$ cat config.mk
export PLATFORM = sky130hd
export DESIGN_NAME = pipelined_filter_ctrl
export DESIGN_NICKNAME = d
export VERILOG_FILES = /design/src/rtl/filter_ctrl_pkg.sv /design/src/rtl/pipelined_filter_ctrl_slots.sv /design/src/rtl/pipelined_filter_ctrl.sv
export SDC_FILE = /design/constraint.sdc
export NUM_CORES = 1
export LEC_CHECK = 0
export BUFFER_PORTS_ARGS = -buffer_cell sky130_fd_sc_hd__buf_2
export CAP_MARGIN = 30
export CORE_MARGIN = 4
export CORE_UTILIZATION = 43
export CTS_BUF_LIST = sky130_fd_sc_hd__clkbuf_2 sky130_fd_sc_hd__clkbuf_4 sky130_fd_sc_hd__clkbuf_8
export DETAILED_ROUTE_END_ITERATION = 8
export PLACE_DENSITY = 0.63
export SYNTH_ARGS = -nofsm -noshare
export SYNTH_HDL_FRONTEND = slang
export SYNTH_HIERARCHICAL = 1
export SYNTH_SLANG_ARGS = --single-unit
$ cat constraint.sdc
create_clock -name clk -period 2.15 [get_ports clk]
set_input_delay 0.43 -clock clk [delete_from_list [all_inputs] [get_ports clk]]
set_output_delay 0.43 -clock clk [all_outputs]
set_load 0.1 [all_outputs]
$ cat src/rtl/filter_ctrl_pkg.sv
// Shared types for the filter-phase controller: phase FSM states and per-slot states.
package filter_ctrl_pkg;

    typedef enum logic [1:0] {
        IDLE,
        RUN,
        DONE
    } fctrl_state_t;

    typedef enum logic [1:0] {
        FREE,
        FILTERING,
        READY,
        SENDING
    } slot_state_t;

endpackage

$ cat src/rtl/pipelined_filter_ctrl_slots.sv
// Round-robin slot tracker: per-slot state plus write (read-issue) and read (send) pointers.
// Ports:
//   alloc        - accepted read_done: slot wr_ptr -> FILTERING, wr_ptr advances
//   filter_done  - per-slot: FILTERING -> READY (ignored for other states)
//   send_start   - head slot (head_idx) -> SENDING
//   send_done    - accepted send_done: SENDING head slot -> FREE, rd_ptr advances
//   clear        - all slots FREE, both pointers 0 (overrides everything)
//   wr_free      - lookahead: slot at next wr_ptr is FREE after this cycle's events
//   head_ready   - lookahead: slot at next rd_ptr is READY after this cycle's events
//   head_idx     - lookahead rd_ptr (slot that head_ready refers to)
//   wr_idx       - current wr_ptr (slot that alloc fills this cycle)
module rr_slot_tracker
    import filter_ctrl_pkg::*;
#(
    parameter int unsigned NUM_FILTERS = 2,
    parameter int unsigned SEL_W       = (NUM_FILTERS > 1) ? $clog2(NUM_FILTERS) : 1
) (
    input  logic                   clk,
    input  logic                   n_rst,
    input  logic                   alloc,
    input  logic [NUM_FILTERS-1:0] filter_done,
    input  logic                   send_start,
    input  logic                   send_done,
    input  logic                   clear,
    output logic                   wr_free,
    output logic                   head_ready,
    output logic [SEL_W-1:0]       head_idx,
    output logic [SEL_W-1:0]       wr_idx
);

    slot_state_t      slot_q [NUM_FILTERS];
    slot_state_t      slot_d [NUM_FILTERS];
    slot_state_t      base_c [NUM_FILTERS];
    logic [SEL_W-1:0] wr_q, wr_d, wr_n;
    logic [SEL_W-1:0] rd_q, rd_d, rd_n;

    function automatic logic [SEL_W-1:0] next_ptr(input logic [SEL_W-1:0] p);
        return (p == SEL_W'(NUM_FILTERS - 1)) ? '0 : p + SEL_W'(1);
    endfunction

    // Slot states and pointers after this cycle's input events, before any new send.
    always_comb begin
        base_c = slot_q;
        wr_n   = wr_q;
        rd_n   = rd_q;
        for (int unsigned i = 0; i < NUM_FILTERS; i++) begin
            if (filter_done[i] && (slot_q[i] == FILTERING)) begin
                base_c[i] = READY;
            end
        end
        if (send_done) begin
            base_c[rd_q] = FREE;
            rd_n         = next_ptr(rd_q);
        end
        if (alloc) begin
            base_c[wr_q] = FILTERING;
            wr_n         = next_ptr(wr_q);
        end
    end

    assign wr_free    = (base_c[wr_n] == FREE);
    assign head_ready = (base_c[rd_n] == READY);
    assign head_idx   = rd_n;
    assign wr_idx     = wr_q;

    // Apply the send decision and clear on top of the event-updated state.
    always_comb begin
        slot_d = base_c;
        wr_d   = wr_n;
        rd_d   = rd_n;
        if (send_start) begin
            slot_d[rd_n] = SENDING;
        end
        if (clear) begin
            for (int unsigned i = 0; i < NUM_FILTERS; i++) begin
                slot_d[i] = FREE;
            end
            wr_d = '0;
            rd_d = '0;
        end
    end

    always_ff @(posedge clk or negedge n_rst) begin
        if (!n_rst) begin
            for (int unsigned i = 0; i < NUM_FILTERS; i++) begin
                slot_q[i] <= FREE;
            end
            wr_q <= '0;
            rd_q <= '0;
        end else begin
            slot_q <= slot_d;
            wr_q   <= wr_d;
            rd_q   <= rd_d;
        end
    end

endmodule

$ cat src/rtl/pipelined_filter_ctrl.sv
// Filter-phase controller: overlaps block reads, filtering on NUM_FILTERS units and
// in-order transmission of results, counting NUM_BLOCKS blocks per phase.
// Ports:
//   clk, n_rst   - clock (rising edge), async active-low reset
//   start        - pulse: begin a phase (ignored unless idle)
//   abort        - level: cancel phase, everything back to idle
//   read_done    - pulse: requested block has been read
//   filter_done  - per-unit pulse: that unit finished filtering
//   send_done    - pulse: transmitter finished the current result
//   en_read      - pulse: read next block
//   en_filter    - one-hot pulse: start filter unit on the block just read
//   en_send      - pulse: send result of slot send_sel
//   send_sel     - slot being sent, held until the next send
//   busy         - high while a phase is in progress
//   phase_done   - pulse: all blocks sent
//   blk_sent     - results sent in the current phase
module pipelined_filter_ctrl
    import filter_ctrl_pkg::*;
#(
    parameter int unsigned NUM_FILTERS = 2,
    parameter int unsigned NUM_BLOCKS  = 16,
    parameter int unsigned CNT_W       = $clog2(NUM_BLOCKS + 1),
    parameter int unsigned SEL_W       = (NUM_FILTERS > 1) ? $clog2(NUM_FILTERS) : 1
) (
    input  logic                   clk,
    input  logic                   n_rst,
    input  logic                   start,
    input  logic                   abort,
    input  logic                   read_done,
    input  logic [NUM_FILTERS-1:0] filter_done,
    input  logic                   send_done,
    output logic                   en_read,
    output logic [NUM_FILTERS-1:0] en_filter,
    output logic                   en_send,
    output logic [SEL_W-1:0]       send_sel,
    output logic                   busy,
    output logic                   phase_done,
    output logic [CNT_W-1:0]       blk_sent
);

    fctrl_state_t state_q, state_d;

    logic                   en_read_q,    en_read_d;
    logic [NUM_FILTERS-1:0] en_filter_q,  en_filter_d;
    logic                   en_send_q,    en_send_d;
    logic [SEL_W-1:0]       send_sel_q,   send_sel_d;
    logic                   busy_q,       busy_d;
    logic                   phase_done_q, phase_done_d;
    logic [CNT_W-1:0]       blk_sent_q,   blk_sent_d;
    logic [CNT_W-1:0]       rd_cnt_q,     rd_cnt_d;
    logic                   rd_out_q,     rd_out_d;
    logic                   sending_q,    sending_d;

    logic                   alloc_c;
    logic                   send_done_c;
    logic                   send_start_c;
    logic                   last_send_c;
    logic                   clear_c;
    logic                   wr_free;
    logic                   head_ready;
    logic [SEL_W-1:0]       head_idx;
    logic [SEL_W-1:0]       wr_idx;

    // Accepted events: spurious read_done/send_done pulses are dropped here.
    assign alloc_c      = (state_q == RUN) && read_done && rd_out_q;
    assign send_done_c  = (state_q == RUN) && send_done && sending_q;
    assign send_start_c = (state_q == RUN) && !abort && head_ready;
    assign last_send_c  = send_done_c && (blk_sent_q == CNT_W'(NUM_BLOCKS - 1));
    // Slots are re-initialised on abort and at the end of every phase.
    assign clear_c      = abort || (state_q == DONE);

    rr_slot_tracker #(
        .NUM_FILTERS (NUM_FILTERS),
        .SEL_W       (SEL_W)
    ) u_slots (
        .clk         (clk),
        .n_rst       (n_rst),
        .alloc       (alloc_c),
        .filter_done (filter_done),
        .send_start  (send_start_c),
        .send_done   (send_done_c),
        .clear       (clear_c),
        .wr_free     (wr_free),
        .head_ready  (head_ready),
        .head_idx    (head_idx),
        .wr_idx      (wr_idx)
    );

    always_ff @(posedge clk or negedge n_rst) begin
        if (!n_rst) begin
            state_q <= IDLE;
        end else begin
            state_q <= state_d;
        end
    end

    always_comb begin
        state_d = state_q;
        if (abort) begin
            state_d = IDLE;
        end else begin
            unique case (state_q)
                IDLE:    if (start) state_d = RUN;
                RUN:     if (last_send_c) state_d = DONE;
                DONE:    state_d = IDLE;
                default: state_d = IDLE;
            endcase
        end
    end

    // Pulse and counter decisions; everything appears on the outputs next cycle.
    always_comb begin
        en_read_d    = 1'b0;
        en_filter_d  = '0;
        en_send_d    = 1'b0;
        send_sel_d   = send_sel_q;
        busy_d       = busy_q;
        phase_done_d = 1'b0;
        blk_sent_d   = blk_sent_q;
        rd_cnt_d     = rd_cnt_q;
        rd_out_d     = rd_out_q;
        sending_d    = sending_q;
        if (abort) begin
            send_sel_d = '0;
            busy_d     = 1'b0;
            blk_sent_d = '0;
            rd_cnt_d   = '0;
            rd_out_d   = 1'b0;
            sending_d  = 1'b0;
        end else begin
            unique case (state_q)
                IDLE: begin
                    if (start) begin
                        busy_d     = 1'b1;
                        en_read_d  = 1'b1;
                        rd_out_d   = 1'b1;
                        rd_cnt_d   = CNT_W'(1);
                        blk_sent_d = '0;
                        send_sel_d = '0;
                        sending_d  = 1'b0;
                    end
                end
                RUN: begin
                    if (alloc_c) begin
                        en_filter_d = NUM_FILTERS'(1) << wr_idx;
                        rd_out_d    = 1'b0;
                    end
                    // A read completing this cycle no longer blocks the next one.
                    if ((!rd_out_q || alloc_c) && (rd_cnt_q < CNT_W'(NUM_BLOCKS)) && wr_free) begin
                        en_read_d = 1'b1;
                        rd_out_d  = 1'b1;
                        rd_cnt_d  = rd_cnt_q + CNT_W'(1);
                    end
                    if (send_done_c) begin
                        sending_d = 1'b0;
                        if (blk_sent_q != CNT_W'(NUM_BLOCKS)) begin
                            blk_sent_d = blk_sent_q + CNT_W'(1);
                        end
                    end
                    if (last_send_c) begin
                        busy_d       = 1'b0;
                        phase_done_d = 1'b1;
                    end
                    if (send_start_c) begin
                        en_send_d  = 1'b1;
                        send_sel_d = head_idx;
                        sending_d  = 1'b1;
                    end
                end
                default: ;
            endcase
        end
    end

    always_ff @(posedge clk or negedge n_rst) begin
        if (!n_rst) begin
            en_read_q    <= 1'b0;
            en_filter_q  <= '0;
            en_send_q    <= 1'b0;
            send_sel_q   <= '0;
            busy_q       <= 1'b0;
            phase_done_q <= 1'b0;
            blk_sent_q   <= '0;
            rd_cnt_q     <= '0;
            rd_out_q     <= 1'b0;
            sending_q    <= 1'b0;
        end else begin
            en_read_q    <= en_read_d;
            en_filter_q  <= en_filter_d;
            en_send_q    <= en_send_d;
            send_sel_q   <= send_sel_d;
            busy_q       <= busy_d;
            phase_done_q <= phase_done_d;
            blk_sent_q   <= blk_sent_d;
            rd_cnt_q     <= rd_cnt_d;
            rd_out_q     <= rd_out_d;
            sending_q    <= sending_d;
        end
    end

    assign en_read    = en_read_q;
    assign en_filter  = en_filter_q;
    assign en_send    = en_send_q;
    assign send_sel   = send_sel_q;
    assign busy       = busy_q;
    assign phase_done = phase_done_q;
    assign blk_sent   = blk_sent_q;

endmodule
; Yosys cells after proc, flatten, opt, wreduce, memory -nomap -nowiden
; Index checks and enable logic that the tools add are counted.
[op_classes]
add_sub_neg = 4
order_cmp = 8
eq_ne = 15
n_shift = 1
n_mux = 66
n_bitwise = 10
n_reduce_logical = 28
[op_table]
columns = cell, count
row1 = two-way mux 5 bit, 7
row2 = two-way mux 2 bit, 17
row3 = two-way mux 1 bit, 27
row4 = one-hot mux 5 bit (2 select lines), 2
row5 = two-way mux 4 bit, 4
row6 = AND reduction 3 bit, 5
row7 = logical AND 1 bit, 14
row8 = inequality test 3 bit (second input constant), 4
row9 = adder 5 x 1 -> 5 bit (second input constant), 2
row10 = one-hot mux 1 bit (2 select lines), 5
row11 = greater-or-equal comparator 2 bit (second input constant), 4
row12 = inverter 1 -> 2 bit, 4
row13 = demux 2 bit (select 1 bit), 3
row14 = == test 2 x 1 -> 1 bit (second input constant), 3
row15 = less-than comparator 2 x 1 -> 1 bit (second input constant), 3
row16 = inequality test 3 x 2 -> 1 bit (second input constant), 2
row17 = == test 5 x 4 -> 1 bit (second input constant), 1
row18 = less-than comparator 5 bit (second input constant), 1
row19 = inequality test 5 bit (second input constant), 1
row20 = bitwise AND 4 bit, 1
row21 = == test 2 bit (second input constant), 2
row22 = logical NOT 2 bit, 2
row23 = inequality test 4 x 3 -> 1 bit (second input constant), 1
row24 = inequality test 4 bit (second input constant), 1
row25 = other kinds (13), 16
[totals]
ff_bits = 27
inputBits = 8
elab_cells = 147

; Depth between registers and ports, before layout
[depth]
word_depth = 18
ltp_mapped = 10
depth_no_buf = 9

; Cells and area by module
; The synthesis kept the hierarchy.
[modules_own_cells]
columns = mod, instances, cells_per_inst, area_per_inst_um2
row1 = pipelined_filter_ctrl, 1, 115, 1113.6
row2 = rr_slot_tracker, 1, 41, 364.1

; Worst setup path after synthesis
; Ideal clock, no wire load.
[synth_timing]
kind = register to register
startpoint = register blk_sent_q[0], in the netlist blk_sent[0]
endpoint = register blk_sent_q[1], in the netlist blk_sent[1]
setup_time_ps = 123
t_arrival_ps = 2025
t_required_ps = 2027
slack_ps = 2
path_stages_with_launch = 7
path_cell_list = dfrtp_1 > inv_1 > ha_1 > and4bb_2 > and2b_1 > o21ai_1 > a32o_1
[synth_between]
elab_chain_cells = 5
[synth_rtl]
columns = item, line
row1 = "start, declared", pipelined_filter_ctrl.sv:49  ; logic [CNT_W-1:0] blk_sent_q, blk_sent_d;
row2 = "start signal, assigned", pipelined_filter_ctrl.sv:194  ; blk_sent_q <= blk_sent_d;
row3 = adder 5 x 1 -> 5 bit, pipelined_filter_ctrl.sv:157  ; blk_sent_d = blk_sent_q + CNT_W'(1);
row4 = two-way mux 5 bit, pipelined_filter_ctrl.sv:156  ; if (blk_sent_q != CNT_W'(NUM_BLOCKS)) begin
row5 = two-way mux 5 bit, pipelined_filter_ctrl.sv:154  ; if (send_done_c) begin
row6 = one-hot mux 5 bit (2 select lines), pipelined_filter_ctrl.sv:131  ; unique case (state_q)
row7 = two-way mux 5 bit, pipelined_filter_ctrl.sv:123  ; if (abort) begin
; Several ways; a longest one is shown, not always the timed one. The select of a mux whose other input is x is not followed.
; A chain may end at the register's enable or synchronous reset.

; Worst setup path after layout
[layout_timing]
startpoint = register state_q[1]
endpoint = register rd_cnt_q[1]
[layout_between]
elab_chain_cells = 13
[layout_rtl]
columns = item, line
row1 = "start, declared", pipelined_filter_ctrl.sv:41  ; fctrl_state_t state_q, state_d;
row2 = "start signal, assigned", pipelined_filter_ctrl.sv:93  ; state_q <= state_d;
row3 = == test 2 x 1 -> 1 bit *, "pipelined_filter_ctrl.sv:65, pipelined_filter_ctrl.sv:66"
row4 = logical AND 1 bit (2 in a row), pipelined_filter_ctrl.sv:66  ; assign send_done_c = (state_q == RUN) && send_done && sending_q;
row5 = two-way mux 4 bit, pipelined_filter_ctrl_slots.sv:51  ; if (send_done) begin
row6 = OR 2 bit (no source line) / bitwise AND 2 bit (equally long branches), --
row7 = two-way mux 4 bit, pipelined_filter_ctrl_slots.sv:55  ; if (alloc) begin
row8 = two-way mux 2 bit (implied by the code) * (3 in a row), pipelined_filter_ctrl_slots.sv:61  ; assign wr_free = (base_c[wr_n] == FREE);
row9 = logical NOT 2 bit *, pipelined_filter_ctrl_slots.sv:61
row10 = named net wr_free, pipelined_filter_ctrl.sv:59  ; logic wr_free;
row11 = logical AND 1 bit *, pipelined_filter_ctrl.sv:149  ; if ((!rd_out_q || alloc_c) && (rd_cnt_q < CNT_W'(NUM_BLOCKS)) && wr_free) begin
row12 = inequality test 3 x 2 -> 1 bit (no source line) *, --
row13 = AND reduction 3 bit (no source line) *, --
row14 = "end signal, assigned", pipelined_filter_ctrl.sv:195  ; rd_cnt_q <= rd_cnt_d;
row15 = "end, declared", pipelined_filter_ctrl.sv:50  ; logic [CNT_W-1:0] rd_cnt_q, rd_cnt_d;
; Mark *: on every way through the listed nets, which the timed path passes. The rest lies on a longest branch. The select of a mux whose other input is x is not followed.

==> flow_metrics.py <==
metrics = {
    "cts": {
        "post_cts_resized": 0,
        "post-cts-setup-buffer-count": 0,
        "cts_inserted_buffers": 3,
        "htreeDepth": 1,
        "cts-root-buf": "clkbuf_4",
        "ctsHoldBuffers": 0,
        "clock_sinks": 27,
        "cts_tree": "yes",
        "clk_latency_ns": 0.33,
        "cts_buffer_depth": 2,
        "clk_pin_slew_worst_paths_ns": 0.15,
    },
    "die": {
        "die_area_um2": 4438,
        "core-area_um2": 3337,
        "die_y_um": 66.62,
        "initial_core_util": 0.4428,
        "rows": 21,
        "die_x_um": 66.62,
        "boundaryPins": 20,
    },
    "sta": {
        "setup_viol": 0,
        "fin_tns_setup_ns": 0,
        "fin_skew_ns": 0.007527,
        "report.final.slew_viol_count": 0,
        "fin_crit_ns": 2.017,
        "relSlewSlack": 0.6026,
        "rsz0062_at_grt": "true",
        "fmax_ghz": 0.4958,
        "finalCritPeriodShare": 0.9382,
        "hold_viol": 0,
        "worst_pin_slew_ns": 0.5961,
        "whs_ns": 0.07351,
    },
    "route": {
        "drtAntennaViolNets": 0,
        "num_vias": 1235,
        "drt-total-wl_um": 3196,
        "avgViaCountPerCell": 5.417,
        "drtIter0Drc": 74,
        "drc": 0,
        "firstDrtPassIters": 4,
        "post_drt_wl_per_cell_um": 14.02,
    },
    "finish": {
        "n_antenna_cell": 0,
        "drive_gt1_frac": 0.2582,
        "nNetsFinal": 195,
        "syn_to_final_growth_pct": 16.85,
        "utilization": 0.5174,
    },
    "synth": {
        "yosys.area_share.adder": 0.03387,
        "synth_warnings": 6,
        "yosys.area.top_type": "dfrtp_1",
        "synth.cell_area_um2": 1478,
        "synth_cell_types": 46,
        "synth_top_area_frac": 0.4572,
        "ys_dominant_reg_cell": "dfrtp_1",
        "synth.area.mux_share": 0.01439,
        "synthTopCellsByArea": "dfrtp_1 (46%), nor2_1 (4.6%), nand2b_1 (4.2%)",
        "synth_most_common_cell": "dfrtp_1",
        "synthSimpleGateAreaFrac": 0.2244,
        "synth-edff-count": 0,
        "synth_compound_area_frac": 0.2049,
        "async_reset_ff_frac": 1.000,
        "synth_top_family_by_area": "simple AND/OR/NAND/NOR gates",
        "syn_nets": 168,
        "synthCells": 156,
        "ys_top_cells_by_count": "dfrtp_1 (27), nor2_1 (18), nand2b_1 (10)",
        "postSynthAreaPerCell_um2": 9.472,
        "yosysSeqAreaShare": 0.4572,
        "synth_xor_area_frac": 0.02371,
        "ys_seq_elements": 27,
    },
    "worst_setup_path": {
        "crit_start": "state_q[1]$_DFFE_PN0P_",
        "crit_required_ns": 2.40,
        "setup.worst_path.start_class": "flip-flop",
        "arrival_ns": 2.26,
        "path_max_fanout": 7,
        "path_class": "flip-flop to flip-flop",
        "end_kind": "flip-flop",
        "reg2reg_from": "state_q[1]$_DFFE_PN0P_",
    },
    "power": {
        "power.leakage_nw": 0.8295,
        "max-vdd-ir-drop_uv": 261.7,
        "power.density_nw_per_um2": 533.7,
    },
    "global_routing": {
        "grt_pass1_wl_um": 5630,
        "antenna_found_initial": 0,
        "grt_use_total": 0.1652,
        "grt_pass1_vias": 1198,
        "grt.overflow.total": 0,
        "grt_max_degree": 28,
    },
    "placed_design": {
        "gp_congestion": 0.8767,
        "portBuffers": 19,
        "hpwlAfterDp_um": 2327,
    },
    "job": {
        "drv_cap": 0,
    },
    "worst_hold_path": {
        "worstHoldPathType": "primary input to asynchronous set/reset pin",
    },
    "run_status": {
        "status": "finished, final reports clean",
    },
}
[cell type report]
| class | instances | area, um2 |
|---|---|---|
| Sequential cell | 27 | 676.9 |
| Clock buffer | 4 | 30.03 |
| Fill cell | 318 | 1610 |
| Timing Repair Buffer | 26 | 147.6 |
| Inverter | 9 | 33.78 |
| Multi-Input combinational cell | 116 | 780.7 |
| Tap cell | 46 | 57.56 |
[cell families (layout without fill, tap and decap cells)]
logic type               Yosys count  in the layout
AND/OR/NAND/NOR                   61             61
AO/OA/AOI/OAI                     45             45
flip-flops                        27             27
buffers and inverters             13             39
adder cells (fa/ha/maj)            4              4
XOR/XNOR                           4              4
multiplexers                       2              2
[critical path: stages (launching register included)]
cell      delay, ns
dfrtp_2        0.48
and4b_2        0.38
nand2b_1       0.13
o21a_1         0.13
a21oi_2        0.16
nand2b_1       0.15
a21oi_4        0.20
o21ai_0        0.12
a21o_1         0.19
[flip-flops by register name (all words and copies together) (netlist names)]
signal	count
u_slots/slot_q	4
u_slots/wr_idx	1
rd_out_q	1
send_sel	1
sending_q	1
u_slots/rd_q	1
blk_sent	5
phase_done	1
en_filter	2
en_read	1
rd_cnt_q	5
state_q	2
en_send	1
busy	1
[path summary, 6_finish.rpt]
check	end	slack, ns	depth (start not counted)
min	rd_cnt_q[0]$_DFFE_PN0P_	0.07	1
min in group clk	state_q[0]$_DFFE_PN0P_	0.38	3
max in group asynchronous	state_q[1]$_DFFE_PN0P_	1.65	1
min reg2reg	send_sel$_DFFE_PN0P_	0.51	1
max reg2reg	rd_cnt_q[1]$_DFFE_PN0P_	0.13	8
max	rd_cnt_q[1]$_DFFE_PN0P_	0.13	8
[per-stage QoR]
| step | instances | worst slack (ns) | area, um2 | power, W |
|---|---|---|---|---|
| 2_1_floorplan | 156 | 0.002220 | 1478 | 0.0006361 |
| 3_3_place_gp | 224 | 0.07976 | 1655 | 0.0006842 |
| 3_5_place_dp | 224 | 0.06477 | 1655 | 0.0006855 |
| 4_1_cts | 228 | 0.07374 | 1685 | 0.0009250 |
| 5_1_grt | 228 | -0.03001 | 1727 | 0.0009718 |
| 6_report | 228 | 0.1329 | 1727 | 0.0009216 |
[where the power goes]
group / total (W) / switching [W] / internal (W)
registers: 0.000534 / 0.0000139 / 0.000520
logic: 0.000150 / 0.0000983 / 0.0000518
clock network: 0.000238 / 0.000152 / 0.0000855
total: 0.000922 / 0.000264 / 0.000657
[cell usage in the layout, fill, tap and decap left out, drive strengths merged, types with 4 or more instances in the layout]
cell type	netlist	routed
inv	9	9
dfrtp	27	27
nor2b	4	4
nand3	4	4
nor2	18	18
a31oi	4	4
buf	2	26
a21oi	8	8
nand2b	10	10
nand2	9	9
a21o	5	5
o21ai	10	10
ha	4	4
clkbuf	2	4
and3	4	4
[metal layers]
metal / global-route usage / wire (um) / vias up
met4: 0.06091 / 65 / 0
met1: 0.2249 / 1512 / 593
met5: 0 / 0 / -
met2: 0.2624 / 1491 / 27
met3: 0.02698 / 126 / 7
li1: - / - / 608
Power figures use the tool's default switching activity.
